## src/rtl/operand_register_a_pp.sv

```systemverilog
`default_nettype none
// ============================================================================
// Module   : operand_register_a_pp
// Purpose  : Ping-pong MAX_DIM x MAX_DIM A-operand banks with a skewed,
//            registered systolic feed and an internal stream FSM.
//            Define OPERAND_TRANSPOSE_EN to add transpose_i (A^T feed).
// Revision : 1.0 - initial release
// ============================================================================
module operand_register_a_pp #(
    parameter  int BUS_WIDTH  = 32,
    parameter  int DATA_WIDTH = 8,
    localparam int MAX_DIM    = BUS_WIDTH / DATA_WIDTH,
    localparam int AW         = (MAX_DIM > 1) ? $clog2(MAX_DIM) : 1,
    localparam int CW         = $clog2(3*MAX_DIM-2)
) (
    input  logic                 clk_i,
    input  logic                 rst_ni,
    input  logic [BUS_WIDTH-1:0] pwdata_i,
    input  logic [MAX_DIM-1:0]   pstrb_i,
    input  logic [AW-1:0]        addr_i,
    input  logic                 write_en_i,
    input  logic [AW-1:0]        n_i,
    input  logic [AW-1:0]        k_i,
    input  logic                 swap_i,
    input  logic                 start_i,
`ifdef OPERAND_TRANSPOSE_EN
    input  logic                 transpose_i,
`endif
    output logic [BUS_WIDTH-1:0] read_data_o,
    output logic [BUS_WIDTH-1:0] buff_o,
    output logic                 buff_valid_o,
    output logic                 busy_o,
    output logic                 done_o,
    output logic                 active_bank_o
);

    localparam logic [0:0] S_IDLE   = 1'b0;
    localparam logic [0:0] S_STREAM = 1'b1;
    // The extra count past the last step is the drain cycle that raises done.
    localparam logic [CW:0] c_end   = (CW+1)'(3*MAX_DIM-2);

    // Bits 0..v set: elements/rows with index <= v are inside the matrix.
    function automatic logic [MAX_DIM-1:0] f_upto_mask(input logic [AW-1:0] v);
        return MAX_DIM'(((MAX_DIM+1)'(2) << v) - (MAX_DIM+1)'(1));
    endfunction

    logic [DATA_WIDTH-1:0] r_bank [2][MAX_DIM][MAX_DIM];
    logic [1:0][AW-1:0]    r_dim_n;
    logic [1:0][AW-1:0]    r_dim_k;
    logic [0:0]            r_state;
    logic [CW:0]           r_cnt;
    logic                  r_active;
    logic                  r_active_valid;
    logic                  r_pending;
    logic [BUS_WIDTH-1:0]  r_buff;
    logic                  r_valid;
    logic                  r_done;

    logic                  w_load;
    logic                  w_addr_ok;
    logic                  w_row_ok;
    logic [MAX_DIM-1:0]    w_kmask_wr;
    logic [AW-1:0]         w_n_act;
    logic [AW-1:0]         w_k_act;
    logic [MAX_DIM-1:0]    w_nmask_act;
    logic [MAX_DIM-1:0]    w_kmask_act;
    logic [BUS_WIDTH-1:0]  w_step;
    logic                  w_transpose;

    assign w_load      = ~r_active;
    assign w_addr_ok   = ({1'b0, addr_i} < (AW+1)'(MAX_DIM));
    assign w_row_ok    = (addr_i <= n_i);
    assign w_kmask_wr  = f_upto_mask(k_i);
    assign w_n_act     = r_dim_n[r_active];
    assign w_k_act     = r_dim_k[r_active];
    assign w_nmask_act = f_upto_mask(w_n_act);
    assign w_kmask_act = f_upto_mask(w_k_act);

    always_ff @(posedge clk_i or negedge rst_ni) begin
        if (!rst_ni) begin
            for (int b = 0; b < 2; b++)
                for (int r = 0; r < MAX_DIM; r++)
                    for (int c = 0; c < MAX_DIM; c++)
                        r_bank[b][r][c] <= '0;
            r_dim_n <= '0;
            r_dim_k <= '0;
        end else if (write_en_i) begin
            r_dim_n[w_load] <= n_i;
            r_dim_k[w_load] <= k_i;
            if (w_addr_ok) begin
                for (int c = 0; c < MAX_DIM; c++) begin
                    if (pstrb_i[c])
                        r_bank[w_load][addr_i][c] <= (w_row_ok && w_kmask_wr[c]) ?
                            pwdata_i[c*DATA_WIDTH +: DATA_WIDTH] : '0;
                end
            end
        end
    end

    always_comb begin
        read_data_o = '0;
        if (w_addr_ok) begin
            for (int c = 0; c < MAX_DIM; c++)
                read_data_o[c*DATA_WIDTH +: DATA_WIDTH] = r_bank[w_load][addr_i][c];
        end
    end

    // Lane r sees diagonal t-r; a negative difference means the row has not started.
    generate
        for (genvar gr = 0; gr < MAX_DIM; gr++) begin : g_lane
            localparam logic [CW:0] c_lane = (CW+1)'(gr);
            logic signed [CW:0]    w_diff;
            logic [CW-1:0]         w_mag;
            logic [AW-1:0]         w_idx;
            logic                  w_norm_ok;
            logic                  w_tr_ok;
            logic                  w_sel_ok;
            logic [DATA_WIDTH-1:0] w_elem;

            assign w_diff    = $signed({1'b0, r_cnt[CW-1:0]}) - $signed(c_lane);
            assign w_mag     = w_diff[CW-1:0];
            assign w_idx     = w_diff[AW-1:0];
            assign w_norm_ok = !w_diff[CW] && (w_mag <= CW'(w_k_act)) && w_nmask_act[gr];
            assign w_tr_ok   = !w_diff[CW] && (w_mag <= CW'(w_n_act)) && w_kmask_act[gr];
            assign w_sel_ok  = w_transpose ? w_tr_ok : w_norm_ok;
            assign w_elem    = w_transpose ? r_bank[r_active][w_idx][gr]
                                           : r_bank[r_active][gr][w_idx];
            assign w_step[gr*DATA_WIDTH +: DATA_WIDTH] = w_sel_ok ? w_elem : '0;
        end
    endgenerate

`ifdef OPERAND_TRANSPOSE_EN
    logic r_transpose;

    always_ff @(posedge clk_i or negedge rst_ni) begin
        if (!rst_ni)
            r_transpose <= 1'b0;
        else if (r_state == S_IDLE && start_i && (r_active_valid || swap_i))
            r_transpose <= transpose_i;
    end

    assign w_transpose = r_transpose;
`else
    assign w_transpose = 1'b0;
`endif

    always_ff @(posedge clk_i or negedge rst_ni) begin
        if (!rst_ni) begin
            r_state        <= S_IDLE;
            r_cnt          <= '0;
            r_active       <= 1'b0;
            r_active_valid <= 1'b0;
            r_pending      <= 1'b0;
            r_buff         <= '0;
            r_valid        <= 1'b0;
            r_done         <= 1'b0;
        end else begin
            r_done <= 1'b0;
            case (r_state)
                S_IDLE: begin
                    r_buff  <= '0;
                    r_valid <= 1'b0;
                    if (swap_i) begin
                        r_active       <= ~r_active;
                        r_active_valid <= 1'b1;
                    end
                    // A same-cycle swap commits first, so start sees a valid bank.
                    if (start_i && (r_active_valid || swap_i)) begin
                        r_state <= S_STREAM;
                        r_cnt   <= '0;
                    end
                end
                S_STREAM: begin
                    if (swap_i)
                        r_pending <= 1'b1;
                    if (r_cnt == c_end) begin
                        r_state <= S_IDLE;
                        r_buff  <= '0;
                        r_valid <= 1'b0;
                        r_done  <= 1'b1;
                        if (r_pending || swap_i) begin
                            r_active  <= ~r_active;
                            r_pending <= 1'b0;
                        end
                    end else begin
                        r_buff  <= w_step;
                        r_valid <= 1'b1;
                        r_cnt   <= r_cnt + 1'b1;
                    end
                end
                default: r_state <= S_IDLE;
            endcase
        end
    end

    assign buff_o        = r_buff;
    assign buff_valid_o  = r_valid;
    assign busy_o        = (r_state == S_STREAM);
    assign done_o        = r_done;
    assign active_bank_o = r_active;

endmodule
`default_nettype wire
```

## config.mk

```make
export PLATFORM = sky130hd
export DESIGN_NAME = operand_register_a_pp
export DESIGN_NICKNAME = d
export VERILOG_FILES = /design/src/rtl/operand_register_a_pp.sv
export SDC_FILE = /design/constraint.sdc
export NUM_CORES = 1
export LEC_CHECK = 0
export ABC_AREA = 1
export CAP_MARGIN = 10
export CORE_UTILIZATION = 54
export CTS_CLUSTER_DIAMETER = 150
export DETAILED_ROUTE_END_ITERATION = 8
export GPL_ROUTABILITY_DRIVEN = 0
export PLACE_DENSITY = 0.81
export SLEW_MARGIN = 20
export SYNTH_ARGS = -nofsm -noshare
export SYNTH_HDL_FRONTEND = slang
export SYNTH_SLANG_ARGS = --single-unit
```

## constraint.sdc

```tcl
create_clock -name clk_i -period 2.3 [get_ports clk_i]
set_input_delay 0.46 -clock clk_i [delete_from_list [all_inputs] [get_ports clk_i]]
set_output_delay 0.46 -clock clk_i [all_outputs]
set_load 0.01 [all_outputs]
```

# Word-level counts from Yosys, hierarchy flattened
# Cells that the tools add are included.
[totals] reg_bits=307 input_bits=47 word_cells=189 out_inout_bits=68
[op_classes] reduce_logical=23 addsub=6 muxes=82 n_eq_ne=6 magnitude_cmp=17 n_bitwise=9 shift=2
[ops] op="$mux 256" count=7
[ops] op="$mux 128" count=10
[ops] op="$bwmux 256" count=4
[ops] op="$demux 128 s1" count=4
[ops] op="$demux 32 s2" count=4
[ops] op="$mux 8" count=17
[ops] op="$mux 32" count=4
[ops] op="$bmux 32 s2" count=1
[ops] op="$bmux 8 s2" count=4
[ops] op="$pmux 32 s2" count=1
[ops] op="$mux 24" count=1
[ops] op="$le 4x2->1" count=4
[ops] op="$mux 16" count=1
[ops] op="$ge 3x3->1 const B" count=5
[ops] op="$logic_and 1x1->1" count=15
[ops] op="$not 2->3" count=5
[ops] op="$mux 1" count=10
[ops] op="$mux 2" count=5
[ops] op="$mux 5" count=2
[ops] op="$pmux 5 s2" count=1
[ops] op="$sub 4x2->5 const B" count=2
[ops] op="$bwmux 4" count=2
[ops] op="$shl 2x2->4 const A" count=2
[ops] op="$sub 4x2->4 const B" count=2
[ops] op="other kinds (19)" count=32

# Logic depth before layout (Yosys ltp)
[logic_depth] ltp_word=18 mapped_depth=11 mapped_depth_nobuf=9

# Worst setup path after synthesis
# Ideal clock, no wire load.
[synth_path] path_kind="reg2reg" start="reg r_active (netlist: active_bank_o)" end="reg r_buff[0] (netlist: buff_o[0])" n_path_buf=3 stages_incl_launch_ff=10 arrival_time_ns=2.267 setup_time_ns=0.067 t_required_ns=2.233 period_less_slack_ns=2.334 setup_slack_ns=-0.034 cell_sequence="dfrtp_1 > buf_2 > buf_2 > buf_2 > mux2i_1 > ha_1 > inv_1 > nand2_1 > a21oi_1 > and3_1"
[synth_via] elab_chain_len=10 elab_cells_between_ends=18 cone_classes="1 x add/sub; 1 x order compare; 1 x shift; 13 x mux; 1 x bitwise; 1 x reduce/logical"
[synth_lines] item="from (decl)" line_no="52" text="logic r_active;"
[synth_lines] item="from (signal assigned)" line_no="164" text="r_active <= ~r_active;"
[synth_lines] item="from (signal assigned)" line_no="182" text="r_active <= ~r_active;"
[synth_lines] item="branches (longest 7 deep; another with $sub 4x2->4)"
[synth_lines] item="$mux 8 (*)" line_no="128" text="assign w_step[gr*DATA_WIDTH +: DATA_WIDTH] = w_sel_ok ? w_elem : '0;"
[synth_lines] item="$mux 32 (*)" line_no="176" text="if (r_cnt == c_end) begin"
[synth_lines] item="$pmux 32 s2 (*)" line_no="159" text="case (r_state)"
[synth_lines] item="to (signal assigned)" line_no="186" text="r_buff <= w_step;"
[synth_lines] item="to (decl)" line_no="55" text="logic [BUS_WIDTH-1:0] r_buff;"
# Every way passes the cells marked *. The select of a mux whose other input is x is not followed.
# A chain may end at the register's enable or synchronous reset.

# Worst setup path after layout
[layout_path] start="reg r_active (netlist: active_bank_o)" end="out read_data_o[0]"
[layout_via] elab_chain_len=8
[layout_lines] item="$not 1->1" line_no="70" text="assign w_load = ~r_active;"
[layout_lines] item="$not 1->2 (implied by the code)" line_no="104" text="read_data_o[c*DATA_WIDTH +: DATA_WIDTH] = r_bank[w_load][addr_i][c];"
[layout_lines] item="$mux 128 (implied by the code) (3 in series)" line_no="104"
[layout_lines] item="$bmux 32 s2" line_no="104"
[layout_lines] item="$mux 32 (2 in series)"
[layout_lines] item="to (decl)" line_no="29" text="output logic [BUS_WIDTH-1:0] read_data_o,"
# Every way passes these cells. The select of a mux whose other input is x is not followed.

==> run metrics <==
status finished with violations; failing checks DRC, setup timing; leading cell types in the layout, fill and taps excluded 906 x nand2_1, 305 x dfrtp_1, 259 x o21ai_0; Num CTS Buffers 36; ranking of synthesized cells by area dfrtp_1 48%, nand2_1 22%, o21ai_0 8.9%; commonest non-fill, non-tap cell in the layout nand2_1; asr flop ratio synth 100.0%; CTS tree done; worst setup margin -413.4 ps; Core Box Area 29010 µm²; total power slightly below 30000 µW; Slew Limit Headroom 54.73%; Area growth syn-to-layout 31.29%; drt pass-1 iters 9; Starting Density 55.56%; gr ovfl total 0; Row Count 62; # fillers around 2100; Pwr Density 1362 nW/µm²; Critical Path Sink Type primary output; main flop type after synthesis dfrtp_1; layout cells sized above 1 16.87%; reg2reg end buff_o[22]$_DFF_PN0_; register area 7687 µm²; Critical Path RT 1840 ps; post-layout minimum cycle time 2713 ps; Antenna Cells 0; worst r2r path cells 11; overall routing resource usage 39.45%; Warnings, synthesis 0; Worst-path clk slew roughly 50 ps; Max VDD drop about 840 µV; total die area 30550 µm²; clk sink count about 310; critical path startpoint category flip-flop; post-route ant nets 0; vias per cell 6.234; Critical-path top delay cell dfrtp_4; Final Setup Violations 50; # DRC 2; Post-synth EDFFs 0; routed length per instance between 20 and 25 µm; first-pass GRT wire length 91940 µm; Root Driver clkbuf_16; Post-Syn Nets 2308; R2R Setup Slk -110 ps; Mapped Cells 2246; Hold Crit Class flip-flop to flip-flop; synth unique cells 31; Worst Tran Pin Value between 600 and 700 ps; I/O pins ~120; htree depth 2; hold_sp r_bank[50]$_DFFE_PN0P_; I/O Buffers roughly 110; Post-Place Cell Area 18860 µm²; area of the multi-input gates 7956 µm²; Cells after DPL 2782; RSZ-0062 raised after global routing yes; Die H 174.8 µm; Vias about 18000; final WL between 60000 and 70000 µm; Lkg Pwr 0.009957 µW; final core occ approximately 73%; Max Freq roughly 370 MHz; Final Non-Filler Cells 2886; Synth Register Bits 307; Clock Tree Buf Depth 3; vias in the first global route ~16000; Setup Total Neg Slack -10590 ps; Critical Path AT about 2300 ps; Die Width ~170 µm; largest net degree at the start of global routing 72; max cap viols 0; RR Startpoint active_bank_o$_DFFE_PN0P_; Hold Path End r_bank[50]$_DFFE_PN0P_; Detailed Place HPWL 40020 µm; Hold Crit Depth 2; CP peak stage delay 490 ps; Netlist Area Pre-Place 16120 µm²; crit path cell chain buf_12, inv_8, buf_12, buf_12, nand3_4, inv_4, buf_12, nand2_1, nand2_1, nor2_1, nand2_1, buf_2; Tcrit/Tclk final 118.0%; worst-path maximum fanout 11; initial drt markers 3210; cell mode on critical path buf_12; initial antenna violation count 2; register area share after synthesis 47.66%; nets@finish 2544; Synth top area share 47.66%; final hold viol count 0; Synth Area per Inst 7.177 µm²; Clock Latency Late Sink between 500 and 600 ps; Slew Limit Fails 0; final clock skew 13.75 ps; finished layout cell area ~21000 µm²; crit path kind flip-flop to primary output; post-synth top area cell dfrtp_1
registers in the layout (all words and copies together) (netlist names):
name and count:
buff_o 32, r_dim_k 4, busy_o 1, r_pending 1, r_active_valid 1, buff_valid_o 1
active_bank_o 1, r_dim_n 4, r_bank 256, done_o 1, r_cnt 5
timing repair:
item	4_1_cts	5_1_grt
setup buffers	24	12
hold endpoints to repair	47	0
gates cloned	8	4
gates resized for setup	282	80
hold buffers	1	0
pin swaps	53	42
endpoints found under the setup margin	65	64
final cells by class:
class | instances | area share [%]
multi-input cells | 1712 | 37.59
flip-flops and latches | 307 | 36.32
repair buffers | 321 | 16.41
clock buffers | 53 | 5.084
well taps | 384 | 2.270
inverters | 104 | 1.963
clock inverters | 5 | 0.3547
where the power goes:
| group | leakage (µW) | switching [µW] | internal (µW) |
|---|---|---|---|
| combinational | 0.00528 | 8970 | 5870 |
| clock | 0.000569 | 2250 | 3430 |
| sequential | 0.00410 | 1340 | 6960 |
| total | 0.00996 | 12600 | 16300 |
worst max-delay path, delay by kind of cell (launching register included):
| kind | cells | cell delay (ps) |
|---|---|---|
| and+or+nand+nor | 5 | 360 |
| DFF | 1 | 490 |
| buffers and inverters | 7 | 870 |
worst max path at each step:
stage / from / endpoint / slack, ps
2_1_floorplan: active_bank_o$_DFFE_PN0P_ / buff_o[0]$_DFF_PN0_ / 80
3_3_place_gp: addr_i[1] / read_data_o[12] / -640
3_5_place_dp: addr_i[1] / read_data_o[29] / -670
4_1_cts: active_bank_o$_DFFE_PN0P_ / read_data_o[0] / -380
5_1_grt: active_bank_o$_DFFE_PN0P_ / read_data_o[2] / -440
6_report: active_bank_o$_DFFE_PN0P_ / read_data_o[0] / -410
through the flow:
step	hold WS [ps]	setup WS, ps
2_1_floorplan	164.4	83.77
3_3_place_gp	435.8	-637.2
3_5_place_dp	434.3	-669.4
4_1_cts	487.3	-381.1
5_1_grt	507.2	-442.0
6_report	489.2	-413.4
kinds of logic after synthesis:
kind of cell	synth area share [%]
AND/OR/NAND/NOR	31.52
AO/OA/AOI/OAI	13.24
XOR/XNOR	0.4347
buffers and inverters	5.922
multiplexers	0.06209
adder cells (fa/ha/maj)	1.164
flip-flops	47.66
cells in the mapped netlist, drive strengths merged (4+ instances only):
cell and n:
a21oi 42, and2 10, buf 87, clkbuf 36, dfrtp 307, ha 15, inv 104, nand2 952
nand3 144, nand4 11, nor2 158, o211ai 31, o21ai 327, o22ai 4, xor2 6
layer usage:
layer | global-route usage [%] | up-vias | routed length (µm)
li1 | - | 7703 | -
met1 | 52.14 | 8281 | 21930
met2 | 57.39 | 1626 | 26160
met3 | 12.12 | 376 | 9311
met4 | 22.75 | 4 | 4644
met5 | 0 | - | 25
No activity file was read; power rests on OpenSTA's default activity.
